$ cat config.mk
export PLATFORM = sky130hd
export DESIGN_NAME = shift_sequencer
export DESIGN_NICKNAME = d
export VERILOG_FILES = /design/src/rtl/shift_seq_pkg.sv /design/src/rtl/rep_counter.sv /design/src/rtl/shift_sequencer.sv
export SDC_FILE = /design/constraint.sdc
export NUM_CORES = 1
export LEC_CHECK = 0
export ABC_AREA = 1
export CAP_MARGIN = 5
export CORE_MARGIN = 1
export CORE_UTILIZATION = 46
export CTS_CLUSTER_DIAMETER = 150
export DETAILED_ROUTE_END_ITERATION = 8
export HOLD_SLACK_MARGIN = 0.06
export PLACE_DENSITY = 0.84
export SYNTH_ARGS = -nofsm -noshare
export SYNTH_HDL_FRONTEND = slang
export SYNTH_SLANG_ARGS = --single-unit
$ cat constraint.sdc
create_clock -name clk -period 2.1 [get_ports clk]
set_input_delay 0.315 -clock clk [delete_from_list [all_inputs] [get_ports clk]]
set_output_delay 0.315 -clock clk [all_outputs]
set_load 0.02 [all_outputs]
$ cat src/rtl/shift_seq_pkg.sv
// Shared types and defaults for the shift command sequencer.
package shift_seq_pkg;

    localparam int WIDTH = 8;
    localparam int AMT_W = 3;
    localparam int REP_W = 4;

    localparam logic DIR_LEFT  = 1'b0;
    localparam logic DIR_RIGHT = 1'b1;

    typedef enum logic [2:0] {
        IDLE    = 3'd0,
        LOAD    = 3'd1,
        SHIFT   = 3'd2,
        CAPTURE = 3'd3,
        RESULT  = 3'd4
    } state_t;

endpackage

$ cat src/rtl/rep_counter.sv
// Loadable down-counter that counts the shift cycles of one command.
module rep_counter #(
    parameter int REP_W = 4
) (
    input  logic             clk,
    input  logic             rst,
    input  logic             load,
    input  logic [REP_W-1:0] value,
    input  logic             dec,
    output logic             last
);

    logic [REP_W-1:0] count_q;
    logic [REP_W-1:0] count_d;

    always_comb begin
        count_d = count_q;
        if (load) begin
            count_d = value;
        end else if (dec && (count_q != '0)) begin
            count_d = count_q - 1'b1;
        end
    end

    always_ff @(posedge clk) begin
        if (rst) begin
            count_q <= '0;
        end else begin
            count_q <= count_d;
        end
    end

    assign last = (count_q == {{(REP_W-1){1'b0}}, 1'b1});

endmodule

$ cat src/rtl/shift_sequencer.sv
// Drives the multi-shifter through load / shift / capture for one command
// at a time and presents the captured word on a valid/ready result port.
module shift_sequencer
    import shift_seq_pkg::*;
#(
    parameter int WIDTH = shift_seq_pkg::WIDTH,
    parameter int AMT_W = shift_seq_pkg::AMT_W,
    parameter int REP_W = shift_seq_pkg::REP_W
) (
    input  logic             clk,
    input  logic             rst,
    input  logic             cmd_valid,
    output logic             cmd_ready,
    input  logic [WIDTH-1:0] cmd_data,
    input  logic [AMT_W-1:0] cmd_amt,
    input  logic             cmd_dir,
    input  logic [REP_W-1:0] cmd_reps,
    output logic [WIDTH-1:0] sh_d,
    output logic [AMT_W-1:0] sh_n,
    output logic             sh_r,
    output logic             sh_load,
    input  logic [WIDTH-1:0] sh_w,
    output logic             res_valid,
    input  logic             res_ready,
    output logic [WIDTH-1:0] res_data,
    output logic             busy
);

    state_t           state_q, state_d;
    logic [WIDTH-1:0] data_q, data_d;
    logic [AMT_W-1:0] amt_q, amt_d;
    logic             dir_q, dir_d;
    logic [REP_W-1:0] reps_q, reps_d;
    logic [WIDTH-1:0] res_data_q, res_data_d;
    logic             rep_last;

    // Counter is loaded during LOAD so it holds reps on the first SHIFT cycle.
    rep_counter #(
        .REP_W (REP_W)
    ) u_rep_counter (
        .clk   (clk),
        .rst   (rst),
        .load  (state_q == LOAD),
        .value (reps_q),
        .dec   (state_q == SHIFT),
        .last  (rep_last)
    );

    always_comb begin
        state_d    = state_q;
        data_d     = data_q;
        amt_d      = amt_q;
        dir_d      = dir_q;
        reps_d     = reps_q;
        res_data_d = res_data_q;
        case (state_q)
            IDLE: begin
                if (cmd_valid) begin
                    data_d  = cmd_data;
                    amt_d   = cmd_amt;
                    dir_d   = cmd_dir;
                    reps_d  = cmd_reps;
                    state_d = LOAD;
                end
            end
            LOAD:    state_d = (reps_q != '0) ? SHIFT : CAPTURE;
            SHIFT:   if (rep_last) state_d = CAPTURE;
            CAPTURE: begin
                res_data_d = sh_w;
                state_d    = RESULT;
            end
            RESULT:  if (res_ready) state_d = IDLE;
            default: state_d = IDLE;
        endcase
    end

    always_ff @(posedge clk) begin
        if (rst) begin
            state_q    <= IDLE;
            data_q     <= '0;
            amt_q      <= '0;
            dir_q      <= 1'b0;
            reps_q     <= '0;
            res_data_q <= '0;
        end else begin
            state_q    <= state_d;
            data_q     <= data_d;
            amt_q      <= amt_d;
            dir_q      <= dir_d;
            reps_q     <= reps_d;
            res_data_q <= res_data_d;
        end
    end

    // Shifter controls are zero outside LOAD/SHIFT so the shifter holds its word.
    always_comb begin
        sh_d    = '0;
        sh_n    = '0;
        sh_r    = 1'b0;
        sh_load = 1'b0;
        case (state_q)
            LOAD: begin
                sh_d    = data_q;
                sh_load = 1'b1;
            end
            SHIFT: begin
                sh_n = amt_q;
                sh_r = dir_q;
            end
            default: ;
        endcase
    end

    assign cmd_ready = (state_q == IDLE);
    assign res_valid = (state_q == RESULT);
    assign busy      = (state_q != IDLE);
    assign res_data  = res_data_q;

endmodule

After elaboration in Yosys (flattened, before gate mapping)
Cells that the tools add are included.
{ "op_classes": {"add_sub_neg": 1, "n_eq_ne": 8, "muxes": 11, "n_reduce_logical": 8} }
{ "op_table": {"columns": ["operator", "count"], "rows": [
  ["$pmux W3 S5", 1],
  ["$mux W3", 4],
  ["$mux W4", 2],
  ["$mux W8", 1],
  ["$reduce_bool A4 Y1", 2],
  ["$eq A3 B2 Y1 const B", 2],
  ["$eq A4 B1 Y1 const B", 1],
  ["$ne A2 B2 Y1 const B", 2],
  ["$sub A4 B1 Y4 const B", 1],
  ["$eq A3 B1 Y1 const B", 1],
  ["$eq A3 B3 Y1 const B", 1],
  ["$logic_not A3 Y1", 1],
  ["$mux W1", 3],
  ["$reduce_and A3 Y1", 1],
  ["$reduce_bool A3 Y1", 1],
  ["$ne A2 B1 Y1 const B", 1],
  ["$reduce_and A2 Y1", 1],
  ["$reduce_bool A2 Y1", 1],
  ["$logic_and A1 B1 Y1", 1]
]} }
{ "word_totals": {"register_bits": 31, "input_bits": 28, "out_inout_bits": 24, "word_cells": 35} }

Depth between registers and ports, before layout
{ "depth": {"depth_word": 4, "mapped_depth": 8, "depth_no_buf": 8} }

By module
From an unflattened synthesis, not the netlist that was laid out.
{ "hier_totals": {"hier_cells": 189, "hier_area_um2": 1466.4} }
{ "modules_own_cells": {"columns": ["module", "n_inst", "cells_per_inst", "area_each_um2", "seq_area_each_um2"], "rows": [
  ["shift_sequencer", 1, 148, 1169.9, 540.5],
  ["rep_counter", 1, 41, 296.5, 80.1]
]} }

Worst setup path before layout
Ideal clock, no wire load.
{ "synth_path": {"path_type": "flip-flop to output port", "start": "register state_q[1]", "end": "output sh_d[0]", "arrival_time_ps": 1045, "t_required_ps": 1785, "slack_ps": 740, "stages_incl_launch_ff": 5, "path_buffers": 1, "cell_sequence": "dfxtp_1 nor2_2 nand2_1 buf_6 nor2_1"} }
{ "synth_between": {"elab_chain_cells": 2} }
{ "synth_lines": {"columns": ["item", "line", "text"], "rows": [
  ["start, declared", "shift_sequencer.sv:29", "state_t state_q, state_d;"],
  ["start signal, assigned", "shift_sequencer.sv:86", "state_q <= state_d;"],
  ["$eq A3 B1 Y1", "shift_sequencer.sv:101", "case (state_q)"],
  ["$mux W8", "shift_sequencer.sv:101", null],
  ["end, declared", "shift_sequencer.sv:18", "output logic [WIDTH-1:0] sh_d,"]
]} }
Every way passes these cells.

Worst setup path in the final report
{ "layout_path": {"start": "register state_q[1]", "end": "output busy"} }
{ "layout_between": {"elab_chain_cells": 1} }
{ "layout_lines": {"columns": ["item", "line", "text"], "rows": [
  ["$reduce_bool A3 Y1", "shift_sequencer.sv:116", "assign busy = (state_q != IDLE);"],
  ["end, declared", "shift_sequencer.sv:26", "output logic busy"]
]} }
Every way passes these cells.

==> impl_metrics.json <==
{
  "num-fill-cells": 248,
  "yosysMostFrequentCell": "sky130_fd_sc_hd__nor2_1",
  "endpoint_kind": "primary output",
  "min-delay-start": "amt_q[1]",
  "timing.critical_path.max_delay_family": "buffers and inverters",
  "clock-root-buffer": "sky130_fd_sc_hd__clkbuf_4",
  "synth.lib_cells_used.distinct": 20,
  "design.die.area_um2": 3120,
  "ys.flop_type": "sky130_fd_sc_hd__dfxtp_1",
  "initial_core_utilization": 0.484,
  "drt-initial-drc-count": 34,
  "syn_area_per_cell_um2": 7.29,
  "post-dp-hpwl_mm": 1.96,
  "synth_edf_count": 0,
  "detail_route.wl_per_cell_um": 10.8,
  "clock.fmax_mhz": 494,
  "synth.yosys.warnings": 0,
  "grt_start_max_net_pins": 33,
  "drt_drc_violations_left": 0,
  "die_height_um": 55.8,
  "critPathRequiredTime_ns": 1.78,
  "worst_setup_path_startpoint": "state_q[1]",
  "max_cap_viol_count": 0,
  "final_min_period_ns": 2.03,
  "final_nets": 267,
  "cts_made_buffers": 5,
  "worst_pin_slew_ns": 0.628,
  "period_share": 0.965,
  "dp_cells": 261,
  "crit_type": "flop to primary output",
  "post_synth_main_area_contributors": "sky130_fd_sc_hd__dfxtp_1, sky130_fd_sc_hd__nor2_1, sky130_fd_sc_hd__a21oi_1",
  "io_pins": 52,
  "worst_hold_slack_ns": 0.458,
  "tritoncts": "built",
  "first_global_vias": 1194,
  "report.final.hold_viol_count": 0,
  "gp_routability_congestion": 0.776,
  "synth_sequential_area_ratio": 0.465,
  "numClockSinks": 31,
  "htreeDepth": 2,
  "clk_path_buf_depth": 2,
  "firstDrtPassIters": 4,
  "grt_pass1_wl_mm": 4.87,
  "layoutNonFillerInstCount": 268,
  "dr_total_vias": 1293,
  "maxSlewViolCount": 0,
  "viasPerCell": 4.82,
  "layout_setup_ws_ns": 0.0740,
  "postCtsSetupRepairBufs": 0,
  "crit_buf_inv": 3,
  "powerDensity_nw_per_um2": 1130,
  "cp_slowest_cell": "sky130_fd_sc_hd__clkdlybuf4s50_1",
  "synthesis.instances": 183,
  "reg2reg_from": "state_q[1]",
  "critical_path.cell_chain": "nor2_2 > inv_2 > nor2_4 > inv_1 > clkdlybuf4s50_1",
  "port_buffers": 51,
  "synth_async_sr_flop_share": 0,
  "floorplan.die.width_um": 55.8,
  "netlist.area_leader.share": 0.465,
  "clkTransAtPathRegs_ns": 0.09,
  "cp_max_fo": 4,
  "static-leakage-power_nw": 0.843,
  "worstSetupStartpointType": "flop",
  "ir_drop_uv": 742,
  "postSynthRegisterBits": 31,
  "setup_violations": 0,
  "timing.slew.headroom": 0.581,
  "slowest_delay_ns": 0.54,
  "flow.area_growth_from_synthesis_pct": 43.2,
  "clock_latency_ns": 0.34,
  "post-place-ws_ns": 0.164,
  "routed_wirelength_mm": 2.89,
  "status": "finished, final reports clean",
  "synth_top_cell_by_area": "sky130_fd_sc_hd__dfxtp_1",
  "synth.net_count": 213,
  "placeableCoreArea_um2": 2760,
  "global_route_total_usage_across_every_layer": 0.202,
  "detail-route-antenna-nets": 0,
  "globalRouteOverflowTotal": 0,
  "final_layout_size_suffix_gt1_frac": 0.0549,
  "placementRows": 19,
  "grt_antenna_before_repair": 0,
  "hp-class": "flop to flop",
  "synth.cell_area_um2": 1330,
  "post_synth_most_frequent_cells": "sky130_fd_sc_hd__nor2_1, sky130_fd_sc_hd__dfxtp_1, sky130_fd_sc_hd__inv_1, sky130_fd_sc_hd__a21oi_1",
  "timing.clock.skew_ns": 0.0153,
  "antenna-diode-count": 0,
  "arrival_ns": 1.71
}
==> stage by stage <==
step           setup TNS (ns)  cell area (um2)  utilization  total power, mW
2_1_floorplan               0             1330            -             1.48
3_3_place_gp                0             1850        0.671             1.74
3_5_place_dp                0             1850        0.671             1.75
4_1_cts                     0             1900        0.691             2.17
5_1_grt               -0.0248             1910        0.692             2.35
6_report                    0             1910        0.692             2.16
==> metal layers <==
layer | vias to the layer above | GRT usage | wire (um)
met4 | 0 | 0.0836 | 44
met5 | - | 0 | 0
met2 | 48 | 0.322 | 1280
met1 | 551 | 0.238 | 1340
li1 | 688 | - | -
met3 | 6 | 0.0884 | 224
==> cell families (layout without fill, tap and decap cells) <==
| group | count (synthesis) | count (layout) | synth area share |
|---|---|---|---|
| compound gates | 49 | 49 | 0.184 |
| xor+xnor | 1 | 1 | 0.00657 |
| fa+ha+maj | 2 | 2 | 0.0188 |
| buf+inv | 34 | 88 | 0.115 |
| flops | 31 | 31 | 0.465 |
| simple gates | 66 | 66 | 0.210 |
==> worst min-delay path, delay by kind of cell (launching register included) <==
| family | cells | cell delay [ns] |
|---|---|---|
| compound gates | 1 | 0.05 |
| flops | 1 | 0.31 |
| buf+inv | 1 | 0.06 |
==> report_power, final <==
group	internal, mW	switching, mW	total (mW)	leakage (nW)
registers	0.732	0.0866	0.819	0.255
clock network	0.245	0.198	0.444	0.0383
logic	0.369	0.531	0.900	0.550
==> state kept, by name, summed over array words and instances, names as in the netlist <==
signal and cells:
amt_q 3, dir_q 1, res_data 8, data_q 8, reps_q 4, state_q 3, u_rep_counter.count_q 4
==> final timing paths <==
path / cells past startpoint / to / slack (ns)
worst min register to register: 2 / amt_q[1] / 0.46
worst min-delay path: 2 / amt_q[1] / 0.46
worst max register to register: 6 / data_q[2] / 0.72
worst max-delay path: 5 / busy / 0.07
==> layout make-up <==
type / instances / area, um2 / area share
flip-flops and latches: 31 / 621 / 0.325
well taps: 31 / 38.8 / 0.0203
inverters: 28 / 105 / 0.0550
clock buffers: 6 / 41.3 / 0.0216
multi-input cells: 118 / 562 / 0.294
clock inverters: 1 / 30.0 / 0.0157
repair buffers: 53 / 512 / 0.268
==> cells in the final DEF (no fill, tap or decap), types with 2 or more instances in the layout <==
| cell | count |
|---|---|
| sky130_fd_sc_hd__a21oi_1 | 21 |
| sky130_fd_sc_hd__buf_4 | 2 |
| sky130_fd_sc_hd__clkbuf_4 | 5 |
| sky130_fd_sc_hd__clkdlybuf4s50_1 | 37 |
| sky130_fd_sc_hd__dfxtp_1 | 31 |
| sky130_fd_sc_hd__dlygate4sd2_1 | 13 |
| sky130_fd_sc_hd__ha_1 | 2 |
| sky130_fd_sc_hd__inv_1 | 27 |
| sky130_fd_sc_hd__nand2_1 | 19 |
| sky130_fd_sc_hd__nand3_1 | 6 |
| sky130_fd_sc_hd__nor2_1 | 34 |
| sky130_fd_sc_hd__o21ai_0 | 20 |
| sky130_fd_sc_hd__o21ai_1 | 8 |
==> what timing repair did <==
| action | CTS | global route |
|---|---|---|
| resized for setup | 13 | 2 |
| hold buffers | 0 | 0 |
| pin swaps | 0 | 0 |
| setup endpoints to repair | 13 | 9 |
Power figures use the tool's default switching activity.
